==> config.mk <==
export PLATFORM = sky130hd
export DESIGN_NAME = fam_share_arbiter_flat
export DESIGN_NICKNAME = d
export VERILOG_FILES = /design/src/rtl/fam_share_arbiter_pkg.sv /design/src/rtl/fam_share_arbiter_if.sv /design/src/rtl/fam_share_arbiter_owner_fifo.sv /design/src/rtl/fam_share_arbiter.sv /design/src/flat_wrapper.sv
export SDC_FILE = /design/constraint.sdc
export NUM_CORES = 1
export LEC_CHECK = 0
export ABC_AREA = 1
export BUFFER_PORTS_ARGS = -buffer_cell sky130_fd_sc_hd__buf_2
export CORE_AREA = 2 2 148 150
export DETAILED_ROUTE_END_ITERATION = 8
export DIE_AREA = 0 0 150 152
export GPL_TIMING_DRIVEN = 1
export SLEW_MARGIN = 20
export SYNTH_ARGS = -nofsm -noshare
export SYNTH_HDL_FRONTEND = slang
export SYNTH_SLANG_ARGS = --single-unit
==> constraint.sdc <==
create_clock -name clk_i -period 4.6 [get_ports clk_i]
set_input_delay 0.23 -clock clk_i [delete_from_list [all_inputs] [get_ports clk_i]]
set_output_delay 0.23 -clock clk_i [all_outputs]
set_load 0.05 [all_outputs]
==> src/rtl/fam_share_arbiter_pkg.sv <==
// Shared types for the FAM share arbiter: FPI<->FAM payload structs, arbiter
// FSM states and payload width constants.
package fam_share_arbiter_pkg;

    typedef struct packed {
        logic [31:0] rs1;
        logic [31:0] rs2;
        logic [31:0] rs3;
        logic [2:0]  rm;
    } f_fam_in_data_s;

    typedef struct packed {
        logic [31:0] result;
        logic [4:0]  fflags;
    } f_mac_out_s;

    typedef struct packed {
        logic           v;
        f_fam_in_data_s data;
    } f_fam_in_s;

    typedef struct packed {
        logic       v;
        f_mac_out_s data;
    } f_fam_out_s;

    typedef enum logic [1:0] {
        RUN     = 2'd0,
        DRAIN   = 2'd1,
        DRAINED = 2'd2
    } fam_arb_state_e;

    localparam int unsigned RV32_mac_input_width_gp  = $bits(f_fam_in_data_s);
    localparam int unsigned RV32_mac_output_width_gp = $bits(f_mac_out_s);

    // Index width that never collapses to zero bits.
    function automatic int unsigned clog2_min1(input int unsigned n);
        return (n <= 1) ? 1 : $clog2(n);
    endfunction

endpackage

==> src/rtl/fam_share_arbiter_if.sv <==
// FPI request/response and FAM issue/return signals of the share arbiter.
// slave = arbiter side, master = FPIs plus FAM side.
interface fam_share_arbiter_if
    import fam_share_arbiter_pkg::*;
#(
    parameter int unsigned num_req_p   = 2,
    parameter int unsigned in_width_p  = RV32_mac_input_width_gp,
    parameter int unsigned out_width_p = RV32_mac_output_width_gp
);
    logic [num_req_p-1:0]            req_v_i;
    logic [num_req_p*in_width_p-1:0] req_data_i;
    logic [num_req_p-1:0]            req_ready_o;
    logic                            fam_v_o;
    logic [in_width_p-1:0]           fam_data_o;
    logic                            fam_ready_i;
    logic                            fam_v_i;
    logic [out_width_p-1:0]          fam_data_i;
    logic                            fam_yumi_o;
    logic [num_req_p-1:0]            resp_v_o;
    logic [out_width_p-1:0]          resp_data_o;
    logic [num_req_p-1:0]            resp_yumi_i;

    modport slave (
        input  req_v_i, req_data_i, fam_ready_i, fam_v_i, fam_data_i, resp_yumi_i,
        output req_ready_o, fam_v_o, fam_data_o, fam_yumi_o, resp_v_o, resp_data_o
    );

    modport master (
        output req_v_i, req_data_i, fam_ready_i, fam_v_i, fam_data_i, resp_yumi_i,
        input  req_ready_o, fam_v_o, fam_data_o, fam_yumi_o, resp_v_o, resp_data_o
    );
endinterface

==> src/rtl/fam_share_arbiter_owner_fifo.sv <==
// In-order owner-tag FIFO: records which FPI issued each in-flight FAM op.
// Simultaneous push and pop while full is legal and leaves the count unchanged.
module fam_owner_fifo
    import fam_share_arbiter_pkg::*;
#(
    parameter int unsigned depth_p = 4,
    parameter int unsigned width_p = 1
) (
    input  logic                             clk_i,
    input  logic                             reset_i,
    input  logic                             push_i,
    input  logic [width_p-1:0]               data_i,
    input  logic                             pop_i,
    output logic [width_p-1:0]               data_o,
    output logic [$clog2(depth_p+1)-1:0]     count_o,
    output logic                             full_o,
    output logic                             empty_o
);
    localparam int unsigned ptr_w_lp = clog2_min1(depth_p);
    localparam int unsigned cnt_w_lp = $clog2(depth_p + 1);

    logic [width_p-1:0]  mem_q [depth_p];
    logic [ptr_w_lp-1:0] head_q, head_d, tail_q, tail_d;
    logic [cnt_w_lp-1:0] count_q, count_d;

    always_comb begin
        head_d  = head_q;
        tail_d  = tail_q;
        count_d = count_q + cnt_w_lp'(push_i) - cnt_w_lp'(pop_i);
        if (pop_i)
            head_d = (head_q == ptr_w_lp'(depth_p - 1)) ? '0 : head_q + 1'b1;
        if (push_i)
            tail_d = (tail_q == ptr_w_lp'(depth_p - 1)) ? '0 : tail_q + 1'b1;
    end

    always_ff @(posedge clk_i or posedge reset_i) begin
        if (reset_i) begin
            head_q  <= '0;
            tail_q  <= '0;
            count_q <= '0;
        end else begin
            head_q  <= head_d;
            tail_q  <= tail_d;
            count_q <= count_d;
        end
    end

    always_ff @(posedge clk_i) begin
        if (push_i)
            mem_q[tail_q] <= data_i;
    end

    assign data_o  = mem_q[head_q];
    assign count_o = count_q;
    assign full_o  = (count_q == cnt_w_lp'(depth_p));
    assign empty_o = (count_q == '0);

endmodule

==> src/rtl/fam_share_arbiter.sv <==
// Round-robin sharing of one FAM between num_req_p FPIs with in-order result steering.
// Optional per-FPI grant and conflict counters are built when FAM_ARB_STATS_EN is defined.
module fam_share_arbiter
    import fam_share_arbiter_pkg::*;
#(
    parameter int unsigned num_req_p      = 2,
    parameter int unsigned max_inflight_p = 4,
    parameter int unsigned in_width_p     = RV32_mac_input_width_gp,
    parameter int unsigned out_width_p    = RV32_mac_output_width_gp
) (
    input  logic               clk_i,
    input  logic               reset_i,
    input  logic               drain_i,
    output logic               drained_o,
    fam_share_arbiter_if.slave bus
`ifdef FAM_ARB_STATS_EN
    , output logic [num_req_p*32-1:0] grant_cnt_o
    , output logic [31:0]             conflict_cnt_o
`endif
);
    localparam int unsigned tag_w_lp = clog2_min1(num_req_p);
    localparam int unsigned cnt_w_lp = $clog2(max_inflight_p + 1);

    fam_arb_state_e      state_q, state_d;
    logic [tag_w_lp-1:0] rr_q, rr_d, winner, head_tag;
    logic [cnt_w_lp-1:0] fifo_count;
    logic                found, grant_ok, accept, pop, fifo_full, fifo_empty, resp_any;
    int unsigned         idx;

    always_comb begin
        winner = '0;
        found  = 1'b0;
        idx    = 0;
        for (int unsigned i = 0; i < num_req_p; i++) begin
            idx = (32'(rr_q) + i) % num_req_p;
            if (!found && bus.req_v_i[tag_w_lp'(idx)]) begin
                winner = tag_w_lp'(idx);
                found  = 1'b1;
            end
        end
    end

    // A pop in the same cycle frees the slot, so a full FIFO still accepts.
    assign resp_any = !reset_i && bus.fam_v_i && !fifo_empty;
    assign pop      = |(bus.resp_yumi_i & bus.resp_v_o);
    assign grant_ok = !reset_i && (state_q == RUN) && bus.fam_ready_i && (!fifo_full || pop);
    assign accept   = found && grant_ok;

    always_comb begin
        bus.fam_v_o     = accept;
        bus.req_ready_o = accept ? (num_req_p'(1) << winner) : '0;
        bus.fam_data_o  = accept ? bus.req_data_i[32'(winner)*in_width_p +: in_width_p] : '0;
        bus.resp_v_o    = resp_any ? (num_req_p'(1) << head_tag) : '0;
        bus.resp_data_o = reset_i ? '0 : bus.fam_data_i;
        bus.fam_yumi_o  = pop;
        rr_d            = rr_q;
        if (accept)
            rr_d = (winner == tag_w_lp'(num_req_p - 1)) ? '0 : winner + 1'b1;
    end

    always_comb begin
        state_d   = state_q;
        drained_o = 1'b0;
        unique case (state_q)
            RUN:     if (drain_i) state_d = DRAIN;
            DRAIN:   if (!drain_i) state_d = RUN;
                     else if (fifo_count == '0 && !pop) state_d = DRAINED;
            DRAINED: begin
                drained_o = 1'b1;
                if (!drain_i) state_d = RUN;
            end
            default: state_d = RUN;
        endcase
    end

    always_ff @(posedge clk_i or posedge reset_i) begin
        if (reset_i) begin
            state_q <= RUN;
            rr_q    <= '0;
        end else begin
            state_q <= state_d;
            rr_q    <= rr_d;
        end
    end

    fam_owner_fifo #(
        .depth_p (max_inflight_p),
        .width_p (tag_w_lp)
    ) u_owner_fifo (
        .clk_i   (clk_i),
        .reset_i (reset_i),
        .push_i  (accept),
        .data_i  (winner),
        .pop_i   (pop),
        .data_o  (head_tag),
        .count_o (fifo_count),
        .full_o  (fifo_full),
        .empty_o (fifo_empty)
    );

    a_no_orphan_result: assert property (@(posedge clk_i) disable iff (reset_i)
        !(bus.fam_v_i && fifo_empty));

`ifdef FAM_ARB_STATS_EN
    logic [num_req_p-1:0][31:0] grant_cnt_q, grant_cnt_d;
    logic [31:0]                conflict_cnt_q, conflict_cnt_d;

    always_comb begin
        grant_cnt_d    = grant_cnt_q;
        conflict_cnt_d = conflict_cnt_q;
        for (int unsigned i = 0; i < num_req_p; i++)
            if (accept && 32'(winner) == i && grant_cnt_q[i] != '1)
                grant_cnt_d[i] = grant_cnt_q[i] + 32'd1;
        if (grant_ok && $countones(bus.req_v_i) > 1 && conflict_cnt_q != '1)
            conflict_cnt_d = conflict_cnt_q + 32'd1;
    end

    always_ff @(posedge clk_i or posedge reset_i) begin
        if (reset_i) begin
            grant_cnt_q    <= '0;
            conflict_cnt_q <= '0;
        end else begin
            grant_cnt_q    <= grant_cnt_d;
            conflict_cnt_q <= conflict_cnt_d;
        end
    end

    assign grant_cnt_o    = grant_cnt_q;
    assign conflict_cnt_o = conflict_cnt_q;
`endif

endmodule
==> src/flat_wrapper.sv <==
// flat-port wrapper written by rule: the top's interface ports become plain ports
module fam_share_arbiter_flat import fam_share_arbiter_pkg::*;
#(
    parameter int unsigned num_req_p      = 2,
    parameter int unsigned max_inflight_p = 4,
    parameter int unsigned in_width_p     = RV32_mac_input_width_gp,
    parameter int unsigned out_width_p    = RV32_mac_output_width_gp
)
  (clk_i, reset_i, drain_i, drained_o, bus_req_v_i, bus_req_data_i, bus_fam_ready_i, bus_fam_v_i, bus_fam_data_i, bus_resp_yumi_i, bus_req_ready_o, bus_fam_v_o, bus_fam_data_o, bus_fam_yumi_o, bus_resp_v_o, bus_resp_data_o);
  fam_share_arbiter_if #(.num_req_p(num_req_p), .in_width_p(in_width_p), .out_width_p(out_width_p)) bus_i ();
  input  logic clk_i;
  input  logic reset_i;
  input  logic drain_i;
  output logic drained_o;
  input wire logic [$bits(bus_i.req_v_i)-1:0] bus_req_v_i;
  input wire logic [$bits(bus_i.req_data_i)-1:0] bus_req_data_i;
  input wire logic [$bits(bus_i.fam_ready_i)-1:0] bus_fam_ready_i;
  input wire logic [$bits(bus_i.fam_v_i)-1:0] bus_fam_v_i;
  input wire logic [$bits(bus_i.fam_data_i)-1:0] bus_fam_data_i;
  input wire logic [$bits(bus_i.resp_yumi_i)-1:0] bus_resp_yumi_i;
  output wire logic [$bits(bus_i.req_ready_o)-1:0] bus_req_ready_o;
  output wire logic [$bits(bus_i.fam_v_o)-1:0] bus_fam_v_o;
  output wire logic [$bits(bus_i.fam_data_o)-1:0] bus_fam_data_o;
  output wire logic [$bits(bus_i.fam_yumi_o)-1:0] bus_fam_yumi_o;
  output wire logic [$bits(bus_i.resp_v_o)-1:0] bus_resp_v_o;
  output wire logic [$bits(bus_i.resp_data_o)-1:0] bus_resp_data_o;
  assign bus_i.req_v_i = bus_req_v_i;
  assign bus_i.req_data_i = bus_req_data_i;
  assign bus_i.fam_ready_i = bus_fam_ready_i;
  assign bus_i.fam_v_i = bus_fam_v_i;
  assign bus_i.fam_data_i = bus_fam_data_i;
  assign bus_i.resp_yumi_i = bus_resp_yumi_i;
  assign bus_req_ready_o = bus_i.req_ready_o;
  assign bus_fam_v_o = bus_i.fam_v_o;
  assign bus_fam_data_o = bus_i.fam_data_o;
  assign bus_fam_yumi_o = bus_i.fam_yumi_o;
  assign bus_resp_v_o = bus_i.resp_v_o;
  assign bus_resp_data_o = bus_i.resp_data_o;
  fam_share_arbiter #(.num_req_p(num_req_p), .max_inflight_p(max_inflight_p), .in_width_p(in_width_p), .out_width_p(out_width_p)) u_core (.clk_i(clk_i), .reset_i(reset_i), .drain_i(drain_i), .drained_o(drained_o), .bus(bus_i));
endmodule
==> summary.md <==
| Metric | Value |
|---|---|
| Status | `finished clean` |
| Post_cts resized | `0` |
| Routed len/inst | `between 9 and 10 µm` |
| Floorplan die height | `approximately 150 µm` |
| Post-Layout Inst Area | `~5500 µm²` |
| Area after detailed placement | `about 5400 µm²` |
| Share of cells above drive strength 1 | `between 30 and 40%` |
| Standard-cell rows | `between 50 and 60` |
| Worst path most repeated cell | `sky130_fd_sc_hd__buf_2` |
| Post-CTS setup-driven buffer insertion count | `0` |
| Initial Utilization | `around 15%` |
| Number of warnings printed during yosys synthesis | `0` |
| Average instance area after synthesis | `approximately 4.5 µm²` |
| Library cell contributing the largest single delay on the critical path | `sky130_fd_sc_hd__buf_2` |
| Clock Latency Late Sink | `0.24 ns` |
| Post-synthesis instance area | `between 3000 and 4000 µm²` |
| Hold path startpoint | `drain_i` |
| Fin worst setup slack | `around 1.8 ns` |
| Number of distinct library cells after synthesis | `24` |
| Fill cell total of the finished layout | `between 2,000 and 2,500` |
| Power Dens Cells | `around 270 nW/µm²` |
| ANT nets after route | `0` |
| Post-route core utilization | `between 20% and 30%` |
| Worst max-slew margin expressed relative to the limit | `a little over a third` |
| Synthesized Nets | `957` |
| Number of buffers inserted during clock tree synthesis | `3` |
| Number of violations reported at the end of detailed-routing iteration 0 | `240` |
| Syn Inst Count | `just over 700` |
| Post-layout total power | `roughly 1.5 mW` |
| Total routing resource utilization after global routing | `between 10 and 15%` |
| Core outline area | `roughly 21,000 µm²` |
| Global route overflow | `0` |
| Crit path buf inv count | `4` |
| Setup Viol. Count Final | `0` |
| Worst endpoint data arrival time | `roughly 2.6 ns` |
| Number of failing hold endpoints at the final stage | `0` |
| Overall die width | `150 µm` |
| Clock tree from TritonCTS | `done` |
| Top-area cell type share of the netlist area | `37.70%` |
| Reg power frac | `14.5%` |
| Transition time of the tightest slew-check pin | `approximately 0.95 ns` |
| # DRC | `0` |
| Final weighted congestion in routability-driven placement | `0.8311` |
| Number of register bits inferred by synthesis | `14` |
| Uppermost layer routed | `met4` |
| Period utilization | `between 60% and 70%` |
| Hold-fix buffers, CTS | `0` |
| Fraction of the yosys area taken by sequential cells | `between 10% and 20%` |
| DPL Wire Length | `about 11,000 µm` |
| Worst Skew | `about 0.0013 ns` |
| Antenna cell count | `0` |
| Final Critical Period | `approximately 2.8 ns` |
| Peak per-stage delay on the critical path | `0.47 ns` |
| H-tree depth | `1` |
| CTS clk-pin slew, worst paths | `0.05 ns` |
| Share of power burned in the clock network | `11.1%` |
| Unrepaired setup endpoints after global routing | `no` |
| Kind of critical path | `input pin to output pin` |
| Worst min-delay path category | `input pin to register` |
| Setup slack after placement | `between 1.5 and 2 ns` |
| Crit path cell chain | `buf_2 -> inv_1 -> nand2_1 -> a21oi_1 -> nand3_1 -> nand3_2 -> nand2_4 -> buf_12 -> nor2_1 -> buf_2` |
| Setup Total Neg Slack | `0 ns` |
| Number of top-level design ports | `between 300 and 400` |
| Met3 WL post-DR | `about 1000 µm` |
| Internal power of the cells | `a little over 600 µW` |
| Commonest non-fill, non-tap cell in the layout | `sky130_fd_sc_hd__buf_2` |
| Via count of the first global-routing pass | `around 4,500` |
| Leakage power summed over all cells | `4.035 nW` |
| Fraction of power spent switching nets | `between 50% and 60%` |
| Sinks on the clock net | `14` |
| First-pass GRT wire length | `between 20,000 and 25,000 µm` |
| Reg-to-Reg Start | `u_core.u_owner_fifo.head_q[0]` |
| Nets@finish | `approximately 1,300` |
| Detailed-route vias per instance | `3.679` |
| CTS max path bufs | `2` |
| Area enclosed by the die boundary | `22,800 µm²` |
| Startpoint class of the critical path | `input pin` |
| Number of vias after detailed routing | `between 4,000 and 5,000` |
| CP Capture Type | `output pin` |
| Detail Route met2 WL | `6614 µm` |
| Cell taking the most area after synthesis | `sky130_fd_sc_hd__nand2_1` |
| Critical Path Fanout Max | `roughly 110` |
| Area delta synth->final | `70.14%` |
| Max Clock Freq | `357.4 MHz` |
| Peak supply drop | `roughly 0.14 mV` |
| Cell type group with the largest total delay on the critical path | `buffers and inverters` |
| Share of total power in combinational logic | `74.4%` |
| Number of antenna violations at the first check in global routing | `0` |
| Number of pins exceeding their max-slew limit in the final report | `0` |
| Total length of routed wires | `~13,000 µm` |
| DRT met1 WL | `about 5500 µm` |
| Worst setup startpoint | `reset_i` |
| # Max-Cap Violations | `0` |
| Library cell used as clock root buffer | `sky130_fd_sc_hd__clkbuf_16` |
| Worst path required time | `4.37 ns` |
| Maximum number of pins on one net before global-route repair | `roughly 110` |
| Number of detailed-routing iterations run before antenna repair | `4` |
| Switching power summed over all nets | `around 850 µW` |
| Most frequent cells in the layout | `386 x sky130_fd_sc_hd__buf_2, 321 x sky130_fd_sc_hd__nand2_1, 155 x sky130_fd_sc_hd__inv_1, 138 x sky130_fd_sc_hd__nor2_1` |
| Port buffer count | `between 300 and 400` |
| Cell types with the largest area share after synthesis | `sky130_fd_sc_hd__nand2_1 38%, sky130_fd_sc_hd__inv_1 18%, sky130_fd_sc_hd__nor2_1 16%` |
==> area by class of cell <==
type	count	area, µm²	share of cell area, %
sequential	14	370.4	6.791
timing repair buffer	391	1982	36.34
clock inverter	1	3.754	0.06882
tap	280	350.3	6.423
multi-input combinational	498	2082	38.17
clock buffer	3	75.07	1.376
inverter	157	590.6	10.83
==> flip-flops by register name (all words and copies together) (netlist names) <==
name	count
u_core.u_owner_fifo.count_o	3
u_core.u_owner_fifo.head_q	2
u_core.state_q	2
u_core.rr_q	1
u_core.u_owner_fifo.tail_q	2
u_core.u_owner_fifo.mem_q	4
==> worst paths after layout <==
kind / to / slack, ns / cells past startpoint
min: u_core.state_q[1] / 0.26 / 3
min in group asynchronous: u_core.state_q[1] / 0.30 / 2
max in group asynchronous: u_core.u_owner_fifo.tail_q[1] / 4.00 / 2
max: bus_fam_data_o[98] / 1.80 / 10
min reg2reg: u_core.rr_q / 0.47 / 2
max reg2reg: u_core.u_owner_fifo.count_o[2] / 2.15 / 15
==> cell usage after synthesis, drive strengths merged <==
cell type and n:
clkbuf 22, xor2 1, nor2 148, nor3 1, a31oi 1, ha 7, fa 1, nand2 323
o21ai 3, buf 14, dfrtp 10, nand3 10, edfxtp 4, nor4 1, a21oi 1, inv 157
xnor2 1
==> worst register-to-register path: cells and delay by family (launching register included) <==
family / cells / cell delay [ns]
XOR/XNOR: 2 / 0.28
buffers and inverters: 3 / 0.22
adder cells (fa/ha/maj): 3 / 0.81
flip-flops: 1 / 0.43
AND/OR/NAND/NOR: 7 / 0.56
==> power by group through the flow <==
stage                     registers (mW)  logic (mW)  clock network [mW]
after global routing               0.220        1.22               0.173
final                              0.211        1.09               0.162
after detailed placement           0.213        1.10                   0
after global placement             0.212        1.09                   0
after CTS                          0.212        1.10               0.168
after floorplan                    0.204       0.799                   0
==> routing by layer <==
metal	vias up	GRT usage, %
met2	211	20.98
met3	20	1.411
li1	2671	-
met4	0	2.830
met5	-	0
met1	2042	12.87
==> cells by family after synthesis <==
family | share of synthesized area, %
AND/OR/NAND/NOR | 59.99
buffers and inverters | 23.73
flip-flops | 11.55
adder cells (fa/ha/maj) | 3.357
AO/OA/AOI/OAI | 0.8195
XOR/XNOR | 0.5465
==> through the flow <==
stage	instances	hold WS (ns)
3_3_place_gp	1340	0.4571
6_report	1344	0.2569
4_1_cts	1344	0.2412
3_5_place_dp	1340	0.4611
2_1_floorplan	705	0.08621
5_1_grt	1344	0.2778
Power figures use the tool's default switching activity.
